===== src/rtl/sbm_arbiter.sv =====
`default_nettype none
// ============================================================================
// Module   : sbm_arbiter
// Purpose  : Round-robin scheduler that shares one sequential binary
//            multiplier among N_REQ requesters. Picks a requester, latches
//            its operands, pulses the multiplier start for one cycle, waits
//            for the multiplier to report ready, then returns the product
//            with a one-cycle done pulse to the owner.
// Ports    :
//   clock            - rising-edge clock
//   reset_b          - asynchronous active-low reset (shared with multiplier)
//   req              - per-requester request level
//   multiplicand_in  - packed operand A per requester (i*DP_WIDTH +: DP_WIDTH)
//   multiplier_in    - packed operand B per requester, same packing
//   grant            - one-hot current owner
//   done             - one-cycle completion pulse to the owner
//   result           - last product, held until the next completion
//   busy             - high whenever the scheduler is not idle
//   mul_multiplicand - to multiplier Multiplicand
//   mul_multiplier   - to multiplier Multiplier
//   mul_start        - to multiplier Start (registered, one cycle)
//   mul_ready        - from multiplier Ready (high when idle)
//   mul_product      - from multiplier Product
// Revision : 1.0 - initial release
// ============================================================================
module sbm_arbiter #(
    parameter int DP_WIDTH = 5,
    parameter int N_REQ    = 4
) (
    input  logic                         clock,
    input  logic                         reset_b,
    input  logic [N_REQ-1:0]             req,
    input  logic [N_REQ*DP_WIDTH-1:0]    multiplicand_in,
    input  logic [N_REQ*DP_WIDTH-1:0]    multiplier_in,
    output logic [N_REQ-1:0]             grant,
    output logic [N_REQ-1:0]             done,
    output logic [2*DP_WIDTH-1:0]        result,
    output logic                         busy,
    output logic [DP_WIDTH-1:0]          mul_multiplicand,
    output logic [DP_WIDTH-1:0]          mul_multiplier,
    output logic                         mul_start,
    input  logic                         mul_ready,
    input  logic [2*DP_WIDTH-1:0]        mul_product
);

    localparam int c_PTR_W = (N_REQ > 1) ? $clog2(N_REQ) : 1;

    typedef enum logic [2:0] {
        S_IDLE   = 3'd0,
        S_LAUNCH = 3'd1,
        S_SETTLE = 3'd2,
        S_WAIT   = 3'd3,
        S_DONE   = 3'd4
    } state_t;

    state_t                  r_state;
    state_t                  w_next_state;

    logic [c_PTR_W-1:0]      r_ptr;
    logic [c_PTR_W-1:0]      r_owner;
    logic [N_REQ-1:0]        r_grant;
    logic [N_REQ-1:0]        r_done;
    logic [2*DP_WIDTH-1:0]   r_result;
    logic [DP_WIDTH-1:0]     r_mcand;
    logic [DP_WIDTH-1:0]     r_mplier;
    logic                    r_mul_start;

    logic                    w_pick_valid;
    logic [c_PTR_W-1:0]      w_pick_idx;
    logic [N_REQ-1:0]        w_pick_onehot;
    logic                    w_launch;

    // (base + offset) mod N_REQ, for offset in 0..N_REQ-1.
    function automatic logic [c_PTR_W-1:0] rr_index(input logic [c_PTR_W-1:0] base,
                                                    input int offset);
        int sum;
        sum = int'(base) + offset;
        if (sum >= N_REQ) begin
            sum = sum - N_REQ;
        end
        return sum[c_PTR_W-1:0];
    endfunction

    // Round-robin search starting at r_ptr. Iterating from the farthest
    // offset down lets the nearest requesting index overwrite the others.
    always_comb begin
        w_pick_valid = 1'b0;
        w_pick_idx   = '0;
        for (int k = N_REQ - 1; k >= 0; k--) begin
            if (req[rr_index(r_ptr, k)]) begin
                w_pick_valid = 1'b1;
                w_pick_idx   = rr_index(r_ptr, k);
            end
        end
    end

    always_comb begin
        w_pick_onehot = '0;
        w_pick_onehot[w_pick_idx] = 1'b1;
    end

    assign w_launch = (r_state == S_IDLE) && w_pick_valid && mul_ready;

    // ------------------------------------------------------------------
    // FSM
    // ------------------------------------------------------------------
    always_ff @(posedge clock or negedge reset_b) begin
        if (!reset_b) begin
            r_state <= S_IDLE;
        end else begin
            r_state <= w_next_state;
        end
    end

    always_comb begin
        w_next_state = r_state;
        case (r_state)
            S_IDLE:   if (w_launch) w_next_state = S_LAUNCH;
            S_LAUNCH: w_next_state = S_SETTLE;
            // Ready may still show the pre-start idle value here; skip it.
            S_SETTLE: w_next_state = S_WAIT;
            S_WAIT:   if (mul_ready) w_next_state = S_DONE;
            S_DONE:   w_next_state = S_IDLE;
            default:  w_next_state = S_IDLE;
        endcase
    end

    // ------------------------------------------------------------------
    // Datapath registers
    // ------------------------------------------------------------------
    always_ff @(posedge clock or negedge reset_b) begin
        if (!reset_b) begin
            r_ptr       <= '0;
            r_owner     <= '0;
            r_grant     <= '0;
            r_done      <= '0;
            r_result    <= '0;
            r_mcand     <= '0;
            r_mplier    <= '0;
            r_mul_start <= 1'b0;
        end else begin
            // Start is high only in LAUNCH, i.e. the cycle after a launch edge.
            r_mul_start <= w_launch;
            r_done      <= '0;
            case (r_state)
                S_IDLE: begin
                    if (w_launch) begin
                        r_grant  <= w_pick_onehot;
                        r_owner  <= w_pick_idx;
                        r_mcand  <= multiplicand_in[int'(w_pick_idx)*DP_WIDTH +: DP_WIDTH];
                        r_mplier <= multiplier_in[int'(w_pick_idx)*DP_WIDTH +: DP_WIDTH];
                    end
                end
                S_WAIT: begin
                    if (mul_ready) begin
                        r_result <= mul_product;
                        r_done   <= r_grant;
                    end
                end
                S_DONE: begin
                    r_grant <= '0;
                    // Owner moves to the back of the rotation.
                    r_ptr   <= rr_index(r_owner, 1);
                end
                default: begin
                end
            endcase
        end
    end

    assign grant            = r_grant;
    assign done             = r_done;
    assign result           = r_result;
    assign busy             = (r_state != S_IDLE);
    assign mul_multiplicand = r_mcand;
    assign mul_multiplier   = r_mplier;
    assign mul_start        = r_mul_start;

endmodule
`default_nettype wire


===== config.mk =====
export PLATFORM = sky130hd
export DESIGN_NAME = sbm_arbiter
export DESIGN_NICKNAME = d
export VERILOG_FILES = /design/src/rtl/sbm_arbiter.sv
export SDC_FILE = /design/constraint.sdc
export NUM_CORES = 1
export LEC_CHECK = 0
export BUFFER_PORTS_ARGS = -buffer_cell sky130_fd_sc_hd__buf_2
export CORE_MARGIN = 4
export CORE_UTILIZATION = 30
export DETAILED_ROUTE_END_ITERATION = 12
export MAX_ROUTING_LAYER = met4
export PLACE_DENSITY = 0.63
export SYNTH_ARGS = -nofsm -noshare
export SYNTH_HDL_FRONTEND = slang
export SYNTH_SLANG_ARGS = --single-unit

===== constraint.sdc =====
create_clock -name clock -period 2.1 [get_ports clock]
set_input_delay 0.21 -clock clock [delete_from_list [all_inputs] [get_ports clock]]
set_output_delay 0.21 -clock clock [all_outputs]
set_load 0.02 [all_outputs]

==> results of run 1 <==
-- state kept, by name, indices dropped and copies added, names as in the netlist, 2 cells and up --
| register | cells |
|---|---|
| r_ptr | 2 |
| r_owner | 2 |
| grant | 4 |
| mul_multiplicand | 5 |
| mul_multiplier | 5 |
| done | 4 |
| r_state | 3 |
| result | 10 |
-- cell usage after synthesis --
cell	number	area, um2
a211oi_2	20	250
a21o_1	1	7.51
a21oi_1	5	25.0
a21oi_2	1	8.76
a22o_1	2	17.5
and2_1	5	31.3
and2_4	1	8.76
and3_1	2	12.5
buf_12	1	20.0
buf_2	4	20.0
buf_4	2	15.0
buf_6	1	11.3
buf_8	1	15.0
dfrtp_1	36	901
inv_1	2	7.51
mux2_2	11	124
mux2i_1	11	110
nand2_1	14	52.6
nand2b_1	1	6.26
nand3_2	1	10.0
nand3b_1	1	7.51
nor2_1	16	60.1
nor2_4	1	11.3
nor2b_1	1	6.26
nor3_1	11	55.1
o21a_1	1	7.51
o21ai_0	4	20.0
o221ai_4	1	26.3
o22ai_1	1	6.26
o41ai_4	1	27.5
or2_1	1	6.26
or3_4	1	11.3
xnor2_1	1	8.76
-- how the worst max path moves through the flow --
stage                                 startpoint                         endpoint  slack [ps]  cells past startpoint
after floorplan           r_state[1]$_DFFE_PN0P_  mul_multiplicand[0]$_DFFE_PN0P_         450                      6
after global placement      r_ptr[1]$_DFFE_PN0P_  mul_multiplicand[0]$_DFFE_PN0P_         350                      5
after detailed placement    r_ptr[1]$_DFFE_PN0P_    mul_multiplier[0]$_DFFE_PN0P_         330                      5
after CTS                   r_ptr[1]$_DFFE_PN0P_    mul_multiplier[0]$_DFFE_PN0P_         310                      5
after global routing        r_ptr[1]$_DFFE_PN0P_    mul_multiplier[0]$_DFFE_PN0P_         120                      5
final                       r_ptr[1]$_DFFE_PN0P_    mul_multiplier[0]$_DFFE_PN0P_         320                      5
-- logic make-up after synthesis --
family / after synthesis
mux: 22
buf+inv: 11
compound gates: 37
simple gates: 56
flops: 36
xor+xnor: 1
-- metrics by stage --
step / util, % / area [um2] / setup WS, ps / std cells
final: 41.0 / 2480 / 325 / 328
after detailed placement: 39.4 / 2390 / 330 / 320
after global placement: 39.4 / 2390 / 350 / 320
after global routing: 41.0 / 2480 / 117 / 328
after CTS: 41.0 / 2480 / 314 / 328
after floorplan: - / 1910 / 448 / 163
-- critical path: cells and delay by family, from the launching register on --
family	cells	cell delay [ps]
muxes	1	160
and+or+nand+nor	2	710
AOI/OAI and AO/OA	2	310
DFF	1	470
-- power groups by stage --
stage	Sequential, mW	Clock, mW	Combinational, mW
detailed placement	1.21	0	1.58
floorplan	1.47	0	0.854
global placement	1.20	0	1.55
global route	1.24	0.577	1.70
CTS	1.20	0.541	1.58
finish	1.19	0.518	1.55
-- layout make-up --
cell class / instances / share of cell area, %
Multi-Input combinational cell: 116 / 37.0
Sequential cell: 36 / 36.3
Timing Repair Buffer: 91 / 18.9
Tap cell: 75 / 3.78
Clock buffer: 7 / 3.48
Clock inverter: 1 / 0.302
Inverter: 2 / 0.302
-- layer usage --
metal	global-route usage, %	vias up
li1	-	765
met1	16.6	714
met5	-	-
met4	3.35	0
met3	3.76	6
met2	21.6	51
-- placed cells by master, fill, tap and decap left out, types with 2 or more instances in the layout --
cell | Yosys | layout
buf_4 | 2 | 5
nor3_1 | 11 | 11
and3_1 | 2 | 2
mux2i_1 | 11 | 11
and2_1 | 5 | 5
clkbuf_8 | 0 | 6
nor2_1 | 16 | 16
a22o_1 | 2 | 2
a211oi_2 | 20 | 20
a21oi_1 | 5 | 5
inv_1 | 2 | 2
dfrtp_1 | 36 | 36
mux2_2 | 11 | 11
o21ai_0 | 4 | 4
buf_2 | 4 | 86
nand2_1 | 14 | 14
==> run_results.csv, run 1 <==
group,metric,value,unit
layout,nNetsFinal,309,
floorplan,rows,28,
sta,setup_violations,0,
sta,finalSetupTns,0,ps
logic_synthesis,synth_cell_types,33,
power,swShare,41.6,%
logic_synthesis,synthSimpleGateAreaFrac,14.6,%
power,p_leak,1.21,nW
clocking,cts_hold_buf,0,
placed_design,place_congestion,0.743,
placed_design,numPortBuffers,86,
logic_synthesis,synth_top_family_by_area,"compound AO/OA/AOI/OAI gates",
sta,finClkSkew,4.25,ps
power,power_density,1310,mW/mm2
worst_setup_path,cpPeakStageDelay,540,ps
floorplan,die_x,87.8,um
logic_synthesis,synth_compound_area_share,20.8,%
worst_setup_path,reg2reg_setup_slack,320,ps
worst_setup_path,critPathCaptureType,"flip-flop",
worst_setup_path,cp_slowest_cell,"nor2_1",
grt,grt_antenna_before_repair,0,
logic_synthesis,synth_cells,163,
clocking,h-tree-depth,2,
logic_synthesis,synth-seq-cells,36,
floorplan,dieHeight,87.8,um
sta,rsz0062_at_grt,"false",
detailed_routing,drc,0,
clocking,cts_buffers,5,
grt,grt_first_pass_wirelength,7820,um
detailed_routing,dr_total_vias,1536,
sta,worstMarginPinSlew,846,ps
sta,fin_crit,1780,ps
sta,slew_headroom,43.6,%
placed_design,dp_hpwl,3540,um
detailed_routing,ant_nets,0,
layout,seqCellArea,901,um2
power,power_frac_clock,15.9,%
logic_synthesis,yosysWarningCount,0,
clocking,post_cts_buffers,0,
logic_synthesis,ys_seq_area_share,47.2,%
logic_synthesis,synth-adder-area-share,0,%
logic_synthesis,syn_area,0.00191,mm2
worst_setup_path,path_class,"flip-flop to flip-flop",
min_path,hold_path_class,"input port to async pin",
worst_setup_path,reg2reg_to,"mul_multiplier[0]$_DFFE_PN0P_",
clocking,cts_root_buf,"clkbuf_8",
worst_setup_path,cp_max_fo,10,
detailed_routing,wl,4770,um
worst_setup_path,crit_chain,"mux2i_1 -> nor2_1 -> nor3_1 -> a211oi_2 -> a211oi_2",
power,seq_power_share,36.6,%
worst_setup_path,critPathRequiredTime,2260,ps
clocking,cts_sinks,36,
detailed_routing,top_layer_used,"met4",
sta,period_share,84.5,%
power,peakVddDrop,0.000476,V
grt,grt_pass1_vias,1611,
grt,grt-ovfl-total,0,
worst_setup_path,worstPathArrival,1940,ps
logic_synthesis,synth_nets,220,
detailed_routing,drt_iter0_drc,43,
floorplan,start_util,31.5,%
power,switchingPower,1.36,mW
clocking,clock_latency,280,ps
sta,clock.fmax,563,MHz
logic_synthesis,syn_area_per_cell,11.7,um2
layout,final.fill_count,616,
sta,finalHoldViolations,0,
clocking,tritoncts,"yes",
detailed_routing,avgRoutedWirePerCell,14.5,um
layout,drive_gt1_share,53.8,%
power,power,3.26,mW
worst_setup_path,r2r_start,"r_ptr[1]$_DFFE_PN0P_",
detailed_routing,firstDrtPassIters,4,
grt,grt_max_degree,37,
clocking,clk_pin_slew_worst_paths,70,ps
detailed_routing,via_per_inst,4.68,
worst_setup_path,crit_top_cell,"a211oi_2",
layout,multiInputGateArea,918,um2
logic_synthesis,synthMuxAreaShare,12.3,%
power,intPower,1.90,mW
floorplan,boundaryPins,87,
run_status,status,"complete, no violations",
clocking,clock_path_buffers,2,
layout,area_growth,30.1,%
logic_synthesis,synth_xor_area_share,0.459,%
detailed_routing,m1WireLength,2030,um
sta,worst_hold_slack,15.7,ps
worst_setup_path,startpoint_type,"flip-flop",
sta,final_max_slew_viol_count,0,
power,comb_power_share,47.5,%
worst_setup_path,r2r_cells,5,
grt,grt.total_usage,13.4,%
run,cap_violations,0,
clocking,cts.repair.resized,0,
layout,n_antenna_cell,0,
detailed_routing,dr_wl_met3,384,um
floorplan,dieArea,0.00770,mm2
floorplan,coreArea,0.00606,mm2
detailed_routing,wl_met2,2310,um
(Power assumes the default switching activity.)
==> run 2: changes to the inputs <==
--- a/config.mk
+++ b/config.mk
@@ -10,7 +10,7 @@
 export CORE_UTILIZATION = 30
 export DETAILED_ROUTE_END_ITERATION = 12
 export MAX_ROUTING_LAYER = met4
-export PLACE_DENSITY = 0.63
+export PLACE_DENSITY = 0.65
 export SYNTH_ARGS = -nofsm -noshare
 export SYNTH_HDL_FRONTEND = slang
 export SYNTH_SLANG_ARGS = --single-unit
==> constraint.sdc (replaced) <==
create_clock -name clock -period 1.5 [get_ports clock]
set_input_delay 0.15 -clock clock [delete_from_list [all_inputs] [get_ports clock]]
set_output_delay 0.15 -clock clock [all_outputs]
set_load 0.02 [all_outputs]
==> run_results.csv, run 2 (synthesis gave the netlist of run 1 again) <==
group,metric,value,unit
clocking,cts_buffers,5,
detailed_routing,via_per_inst,4.71,
power,swShare,39.2,%
placed_design,preCtsSetupSlack,-118,ps
power,seq_power_share,30.7,%
power,power_frac_clock,15.8,%
detailed_routing,drc,0,
sta,finClkSkew,6.31,ps
floorplan,start_util,31.5,%
detailed_routing,wl,5250,um
sta,finalSetupTns,-875,ps
sta,finalHoldViolations,0,
worst_setup_path,critPathRequiredTime,1670,ps
clocking,cts_root_buf,"clkbuf_8",
power,switchingPower,2.12,mW
worst_setup_path,critPathCaptureType,"flip-flop",
layout,n_antenna_cell,0,
layout,largest_reg_flops,10,
floorplan,dieHeight,87.8,um
floorplan,coreArea,0.00606,mm2
worst_setup_path,cp_max_fo,10,
sta,fin_crit,1610,ps
run_status,violations,"negative setup slack",
layout,nNetsFinal,335,
detailed_routing,dr_total_vias,1666,
detailed_routing,drt_iter0_drc,72,
power,p_leak,1.41,nW
power,power,5.40,mW
sta,period_share,107,%
layout,drive_gt1_share,62.4,%
sta,final_max_slew_viol_count,0,
clocking,h-tree-depth,2,
clocking,clk_pin_slew_worst_paths,80,ps
grt,grt_first_pass_wirelength,8120,um
run_status,status,"finished with violations",
placed_design,place_congestion,0.706,
floorplan,die_x,87.8,um
sta,rsz0062_at_grt,"true",
grt,grt_pass1_vias,1683,
grt,grt_max_degree,37,
grt,grt.total_usage,14.0,%
layout,final.fill_count,574,
detailed_routing,ant_nets,0,
clocking,tritoncts,"yes",
sta,setup_violations,13,
grt,grt_antenna_before_repair,0,
sta,worstMarginPinSlew,485,ps
worst_setup_path,cp_slowest_cell,"or3_4",
power,intPower,3.28,mW
worst_setup_path,crit_top_cell,"a211oi_2",
run,cap_violations,0,
power,peakVddDrop,0.000939,V
detailed_routing,firstDrtPassIters,4,
layout,final_cell_mix,"85 x buf_2, 36 x dfrtp_1, 20 x buf_4, 17 x a211oi_2, 15 x nor2_1",
floorplan,dieArea,0.00770,mm2
placed_design,numPortBuffers,86,
worst_setup_path,crit_chain,"or3_4 -> nor2_4 -> o221ai_4 -> buf_12 -> a211oi_2 -> a211oi_2",
sta,slew_headroom,67.6,%
worst_setup_path,cpPeakStageDelay,410,ps
clocking,clock_path_buffers,2,
clocking,clock_latency,290,ps
power,comb_power_share,53.6,%
grt,grt-ovfl-total,0,
sta,fin_ws,-108,ps
layout,mostFrequentLayoutCell,"buf_2",
worst_setup_path,worstPathArrival,1780,ps
worst_setup_path,path_class,"flip-flop to flip-flop",
sta,clock.fmax,622,MHz
power,power_density,1850,mW/mm2
detailed_routing,avgRoutedWirePerCell,14.8,um
layout,area_growth,52.9,%
floorplan,rows,28,
worst_setup_path,startpoint_type,"flip-flop",
min_path,hold_path_class,"input port to flip-flop",
placed_design,dp_hpwl,3820,um
floorplan,boundaryPins,87,
clocking,cts_sinks,36,
## run 2: cell types whose count changed in the layout (fill, tap and decap cells not counted), sizes merged
| cell | previous run | this run |
|---|---|---|
| clkinvlp | 1 | 0 |
| bufinv | 0 | 1 |
| dlygate4sd3 | 0 | 1 |
| and2 | 6 | 7 |
| clkinv | 0 | 1 |
| buf | 91 | 115 |
| clkbuf | 7 | 6 |
## run 2: per-stage QoR
step	instances	hold slack [ps]	utilization, %	instance area (um2)
after floorplan	163	-146	-	1930
after global placement	341	230	43.0	2610
after detailed placement	341	234	43.0	2610
after CTS	353	82.5	46.0	2790
after global routing	354	65.2	48.1	2920
final	354	88.7	48.1	2920
## run 2: final timing paths
path / startpoint / endpoint / slack, ps / depth (start not counted)
max: r_state[1]$_DFFE_PN0P_ / mul_multiplicand[3]$_DFFE_PN0P_ / -110 / 6
min: mul_product[9] / result[9]$_DFFE_PN0P_ / 90 / 2
max reg2reg: r_state[1]$_DFFE_PN0P_ / mul_multiplicand[3]$_DFFE_PN0P_ / -110 / 6
min reg2reg: r_owner[0]$_DFFE_PN0P_ / r_ptr[0]$_DFFE_PN0P_ / 500 / 1
max in group asynchronous: reset_b / r_ptr[1]$_DFFE_PN0P_ / 720 / 3
min in group asynchronous: reset_b / mul_multiplier[0]$_DFFE_PN0P_ / 440 / 3
## run 2: power by group through the flow
stage	clock [mW]	combinational (mW)	sequential, mW
floorplan	0	1.23	2.06
global placement	0	2.49	1.65
detailed placement	0	2.52	1.66
CTS	0.873	2.66	1.66
global route	0.938	3.12	1.72
finish	0.851	2.89	1.66
## run 2: repair_timing
action | in CTS | in global routing
hold buffers | 1 | 0
endpoints found under the setup margin | 14 | 26
pin swaps | 18 | 8
hold endpoints to repair | 36 | 0
gates resized for setup | 10 | 28
cloned | 2 | 0
setup buffers | 2 | 2
## run 2: layout make-up
cell class / instances / area (um2) / share of cell area, %
Timing Repair Buffer: 116 / 741 / 25.4
Inverter: 2 / 7.51 / 0.257
Clock buffer: 6 / 72.6 / 2.49
Tap cell: 75 / 93.8 / 3.22
Clock inverter: 2 / 35.0 / 1.20
Multi-Input combinational cell: 117 / 1070 / 36.6
Sequential cell: 36 / 901 / 30.9
## run 2: layer usage
layer	global-route usage, %	up-vias	part of all wire, %
met1	17.2	784	43
met2	22.8	61	48
met5	-	-	0
li1	-	816	-
met3	4.05	5	8.5
met4	3.35	0	0.48
## run 2: worst max-delay path, delay by kind of cell (launching register included)
kind / cells / cell delay (ps)
buffers and inverters: 1 / 180
AOI/OAI and AO/OA: 3 / 380
DFF: 1 / 390
and+or+nand+nor: 2 / 540
